### src/rtl/ip_hdr_stats_delay.sv
// Packet header statistics stage with a short FWFT delay FIFO.
// Beats pass through a small buffer. On the first beat of each packet (the head
// beat) the stage latches a header field and the folded IP checksum, and it bumps
// one counter for each source port flagged in TUSER.
//
// state   | meaning
// --------+---------------------------------------------
// IDLE    | waiting for the head beat of the next packet
// PAYLOAD | head beat seen, passing beats until TLAST
module ip_hdr_stats_delay #(
    parameter int C_AXIS_DATA_WIDTH  = 256,
    parameter int C_AXIS_TUSER_WIDTH = 128,
    parameter int FIFO_DEPTH_BITS    = 2,
    parameter int NUM_PORTS          = 8,
    parameter int SRC_PORT_POS       = 16,
    parameter int CNT_WIDTH          = 32,
    parameter int CAP_LSB            = 240,
    parameter int CAP_WIDTH          = 16
) (
    input  logic                                AXI_ACLK,
    input  logic                                reset,
    input  logic [C_AXIS_DATA_WIDTH-1:0]        S_AXIS_TDATA,
    input  logic [C_AXIS_DATA_WIDTH/8-1:0]      S_AXIS_TSTRB,
    input  logic [C_AXIS_TUSER_WIDTH-1:0]       S_AXIS_TUSER,
    input  logic                                S_AXIS_TLAST,
    input  logic                                S_AXIS_TVALID,
    output logic                                S_AXIS_TREADY,
    output logic [C_AXIS_DATA_WIDTH-1:0]        M_AXIS_TDATA,
    output logic [C_AXIS_DATA_WIDTH/8-1:0]      M_AXIS_TSTRB,
    output logic [C_AXIS_TUSER_WIDTH-1:0]       M_AXIS_TUSER,
    output logic                                M_AXIS_TLAST,
    output logic                                M_AXIS_TVALID,
    input  logic                                M_AXIS_TREADY,
    input  logic [31:0]                         checksum_in,
    input  logic [NUM_PORTS-1:0]                cnt_clear,
    output logic [NUM_PORTS*CNT_WIDTH-1:0]      port_count,
    output logic [15:0]                         checksum_out,
    output logic [CAP_WIDTH-1:0]                cap_field,
    output logic                                cap_valid
);
    localparam int DEPTH   = 2**FIFO_DEPTH_BITS;
    localparam int STRB_W  = C_AXIS_DATA_WIDTH/8;
    localparam int ENTRY_W = 1 + C_AXIS_TUSER_WIDTH + STRB_W + C_AXIS_DATA_WIDTH;
    // Ready drops one entry early so an upstream beat already in flight still fits.
    localparam logic [FIFO_DEPTH_BITS:0] NEAR_FULL = (FIFO_DEPTH_BITS+1)'(DEPTH-1);

    typedef enum logic {IDLE, PAYLOAD} state_t;

    logic [ENTRY_W-1:0]         mem [DEPTH];
    logic [FIFO_DEPTH_BITS-1:0] wr_ptr, rd_ptr;
    logic [FIFO_DEPTH_BITS:0]   count;
    logic                       wr_en, rd_en, head_beat;
    state_t                     state, state_next;
    logic [CNT_WIDTH-1:0]       cnt [NUM_PORTS];
    logic [16:0]                sum1;
    logic [15:0]                sum2;

    assign S_AXIS_TREADY = (count < NEAR_FULL);
    assign M_AXIS_TVALID = (count != '0);
    assign wr_en = S_AXIS_TVALID & S_AXIS_TREADY;
    assign rd_en = M_AXIS_TVALID & M_AXIS_TREADY;
    assign {M_AXIS_TLAST, M_AXIS_TUSER, M_AXIS_TSTRB, M_AXIS_TDATA} = mem[rd_ptr];

    // Storage array; the head entry is read combinationally (first-word fall-through).
    always_ff @(posedge AXI_ACLK) begin
        if (wr_en && !reset)
            mem[wr_ptr] <= {S_AXIS_TLAST, S_AXIS_TUSER, S_AXIS_TSTRB, S_AXIS_TDATA};
    end

    // Pointers and occupancy; a simultaneous read and write leaves the count unchanged.
    always_ff @(posedge AXI_ACLK) begin
        if (reset) begin
            wr_ptr <= '0;
            rd_ptr <= '0;
            count  <= '0;
        end else begin
            if (wr_en) wr_ptr <= wr_ptr + FIFO_DEPTH_BITS'(1);
            if (rd_en) rd_ptr <= rd_ptr + FIFO_DEPTH_BITS'(1);
            case ({wr_en, rd_en})
                2'b10:   count <= count + (FIFO_DEPTH_BITS+1)'(1);
                2'b01:   count <= count - (FIFO_DEPTH_BITS+1)'(1);
                default: count <= count;
            endcase
        end
    end

    // Packet state register.
    always_ff @(posedge AXI_ACLK) begin
        if (reset) state <= IDLE;
        else       state <= state_next;
    end

    // Next state and head-beat detection from output handshakes.
    always_comb begin
        state_next = state;
        head_beat  = 1'b0;
        case (state)
            IDLE: begin
                if (rd_en) begin
                    head_beat = 1'b1;
                    if (!M_AXIS_TLAST) state_next = PAYLOAD;
                end
            end
            PAYLOAD: begin
                if (rd_en && M_AXIS_TLAST) state_next = IDLE;
            end
            default: state_next = IDLE;
        endcase
    end

    // End-around-carry fold; the 17-bit first sum cannot carry again after one fold.
    always_comb begin
        sum1 = {1'b0, checksum_in[15:0]} + {1'b0, checksum_in[31:16]};
        sum2 = sum1[15:0] + {15'd0, sum1[16]};
    end

    // Header captures, held between head beats.
    always_ff @(posedge AXI_ACLK) begin
        if (reset) begin
            checksum_out <= '0;
            cap_field    <= '0;
            cap_valid    <= 1'b0;
        end else begin
            cap_valid <= head_beat;
            if (head_beat) begin
                checksum_out <= ~sum2;
                cap_field    <= M_AXIS_TDATA[CAP_LSB +: CAP_WIDTH];
            end
        end
    end

    // Saturating per-port counters; a clear takes priority over an increment.
    always_ff @(posedge AXI_ACLK) begin
        for (int i = 0; i < NUM_PORTS; i++) begin
            if (reset || cnt_clear[i])
                cnt[i] <= '0;
            else if (head_beat && M_AXIS_TUSER[SRC_PORT_POS+i] && !(&cnt[i]))
                cnt[i] <= cnt[i] + CNT_WIDTH'(1);
        end
    end

    for (genvar g = 0; g < NUM_PORTS; g++) begin : g_cnt_out
        assign port_count[g*CNT_WIDTH +: CNT_WIDTH] = cnt[g];
    end

endmodule
### config.mk
export PLATFORM = sky130hd
export DESIGN_NAME = ip_hdr_stats_delay
export DESIGN_NICKNAME = d
export VERILOG_FILES = /design/src/rtl/ip_hdr_stats_delay.sv
export SDC_FILE = /design/constraint.sdc
export NUM_CORES = 2
export LEC_CHECK = 0
export BUFFER_PORTS_ARGS = -buffer_cell sky130_fd_sc_hd__buf_2
export CORE_AREA = 5 5 457 459
export DETAILED_ROUTE_END_ITERATION = 10
export DIE_AREA = 0 0 462 464
export GPL_TIMING_DRIVEN = 0
export PLACE_DENSITY = 0.59
export SLEW_MARGIN = 20
export SYNTH_ARGS = -nofsm -noshare
export SYNTH_HDL_FRONTEND = slang
export SYNTH_SLANG_ARGS = --single-unit
### constraint.sdc
create_clock -name AXI_ACLK -period 35.9 [get_ports AXI_ACLK]
set_input_delay 3.59 -clock AXI_ACLK [delete_from_list [all_inputs] [get_ports AXI_ACLK]]
set_output_delay 3.59 -clock AXI_ACLK [all_outputs]
set_load 0.03 [all_outputs]
==> results.yml <==
placed_design:
  pre_cts_ws_ps: 27810
  gp_congestion: 0.878
  place_hpwl_um: 161000
  io_buffer_count: 1167
min_path:
  hp-class: "flop to flop"
  worstHoldStart: "cap_field[15]$_SDFFE_PP0P_"
floorplan:
  row_count: 166
  die_y_um: 464
  die_w_um: 462
  core_um2: 204000
  start_util_pct: 37.2
  ioPinCount: 1169
  dieArea_um2: 214000
cts:
  cts.sinks: 1967
  ctsHtreeMaxLevel: 4
  clk_pin_slew_ps: 60
  hold_buffers: 0
  cts_buffers: 204
  tritoncts: "done"
  clkLatencyLatePin_ps: 840
  clockBufferDepth: 3
  cts-resized-gates: 0
  cts_setup_buffers: 0
  cts_root_buffer: "clkbuf_16"
timing:
  rsz0062_at_grt: "false"
  period_minus_slack_ps: 8060
  fin_skew_ps: 59.8
  min_period_over_period_pct: 22.5
  slew_viol_final: 0
  tightest_slew_ps: 1030
  fmax_mhz: 124
  hold_viol: 0
  final.setup.tns_ps: 0
  setup_viol: 0
  layout_setup_ws_ps: 27840
  slew_headroom_pct: 31.0
global_routing:
  grt-ovfl-total: 0
  antenna_found_initial: 120
  grt_pass1_wl_um: 308000
  grt_usage_pct: 19.9
  grt_pass1_vias: 41800
  grt_start_max_net_pins: 45
worst_setup_path:
  r2r_start: "count[0]$_SDFFE_PP0P_"
  worstSetupEndpointType: "primary output"
  cp_cell_sequence: "buf_2, buf_2, clkbuf_1, buf_2, mux4_2, buf_2"
  crit_fanout: 10
  path_common_cell: "buf_2"
  start_kind: "flop"
  critical-path-max-stage-delay_ps: 670
  crit_arrival_ps: 4470
  required_ps: 32310
  critical_path_class: "flop to primary output"
  cp_slowest_cell: "clkbuf_1"
yosys:
  synth_nets: 4240
  synthArstFlopShare_pct: 0
  synth_area_leaders: "edfxtp_1 (76%), mux4_2 (12%), xor2_1 (1.8%)"
  avgSynthCellArea_um2: 20.2
  yosysWarnings: 0
  synth_ff_type: "edfxtp_1"
  yosys-top-cells-count: "edfxtp_1 (1,924), mux4_2 (417), nor2_1 (356)"
  syn-cell-area_um2: 75800
  synth-seq-area-share_pct: 77.3
  synth_edf_count: 1924
  yosysMostFrequentCell: "edfxtp_1"
  netlist_instances: 3746
  synth_top_cell_area_share_pct: 76.2
  synth-seq-cells: 1967
  ys_types: 65
  yosys.area.top_type: "edfxtp_1"
power_and_ir_drop:
  powerDensity_nw_per_um2: 72.2
  peakVddDrop_uv: 54.8
  p_leak_nw: 31.6
route:
  firstDrtPassIters: 5
  finalWirelength_um: 219000
  viasPerCell: 5.05
  wl_per_cell_um: 27.1
  vias: 40800
  drtIter0Drc: 3230
  drcViolationCount: 0
  ant_nets: 0
final_layout:
  nets: 5658
  synthToLayoutAreaGrowth_pct: 22.8
  drive_gt1_share_pct: 37.6
run_status:
  status: "finished clean"
run:
  cap_violations: 0
[registers in the layout (all words and copies together), names as in the netlist, named ones only]
signal / flops
cap_field: 16
cap_valid: 1
checksum_out: 16
cnt: 256
count: 3
mem: 1668
rd_ptr: 2
wr_ptr: 2
[critical path, delay by kind of cell (launching register included)]
kind,cells,cell delay [ps]
buffers and inverters,5,2560
muxes,1,650
DFF,1,400
[kinds of logic (layout without fill, tap and decap cells)]
logic type               Yosys count  after routing  synth area share [%]
AND/OR/NAND/NOR                  806            806                  4.84
AO/OA/AOI/OAI                     92             92                 0.896
other                              0             46                     0
XOR/XNOR                         264            264                  3.06
adder cells (fa/ha/maj)           33             33                 0.564
flip-flops                      1967           1967                  77.3
multiplexers                     417            417                  12.4
buffers and inverters            167           1760                 0.949
[path summary, 6_finish.rpt]
| check | endpoint | slack, ps | cells after the start |
|---|---|---|---|
| setup / recovery | M_AXIS_TUSER[110] | 27840 | 6 |
| hold / removal | cap_field[15]$_SDFFE_PP0P_ | 450 | 2 |
| setup reg to reg | mem[0][345]$_DFFE_PP_ | 32160 | 10 |
| hold reg to reg | cap_field[15]$_SDFFE_PP0P_ | 450 | 2 |
[report_power, final]
group	internal (mW)	switching, mW
combinational	0.583	1.22
clock	1.22	0.906
sequential	2.73	0.0742
total	4.53	2.20
[cells in the final DEF, fill, tap and decap left out, types with 17 or more instances in the layout]
master	instances
edfxtp_1	1924
buf_2	1204
mux4_2	417
nor2_1	356
clkbuf_16	206
nand2_1	161
xor2_1	157
clkbuf_1	108
xnor2_1	106
nand3_1	82
and3_1	51
clkinv_1	50
diode_2	46
dfxtp_1	43
nand4_1	36
clkinv_2	34
buf_16	32
inv_1	31
a21oi_1	31
ha_1	31
bufinv_16	22
nor3_1	21
buf_1	17
[layer usage]
| layer | vias to the layer above | global-route usage (%) | wire length [um] |
|---|---|---|---|
| met5 | - | 0 | 575 |
| met2 | 1441 | 32.7 | 106000 |
| met3 | 463 | 8.69 | 23300 |
| met4 | 88 | 8.15 | 9250 |
| li1 | 18000 | - | - |
| met1 | 20800 | 22.9 | 79300 |
[area by class of cell]
| class | count | area, um2 |
|---|---|---|
| well taps | 2688 | 3360 |
| clock inverters | 137 | 1470 |
| flip-flops and latches | 1967 | 58600 |
| repair buffers | 1212 | 6980 |
| fillers | 17500 | 111000 |
| plain buffers | 136 | 616 |
| diodes | 46 | 115 |
| inverters | 31 | 116 |
| clock buffers | 244 | 5300 |
| multi-input cells | 1612 | 16500 |
[metrics by stage]
stage	utilization, %	area, um2	cells	hold slack [ps]	total power, mW
floorplan	-	75800	3746	464	4.05
global placement	41.7	85100	7601	440	4.79
detailed placement	42.3	86200	7646	446	4.69
CTS	45.6	93000	8027	454	6.83
global route	45.6	93100	8054	472	7.00
finish	45.7	93100	8073	453	6.73
(Power assumes the default switching activity.)
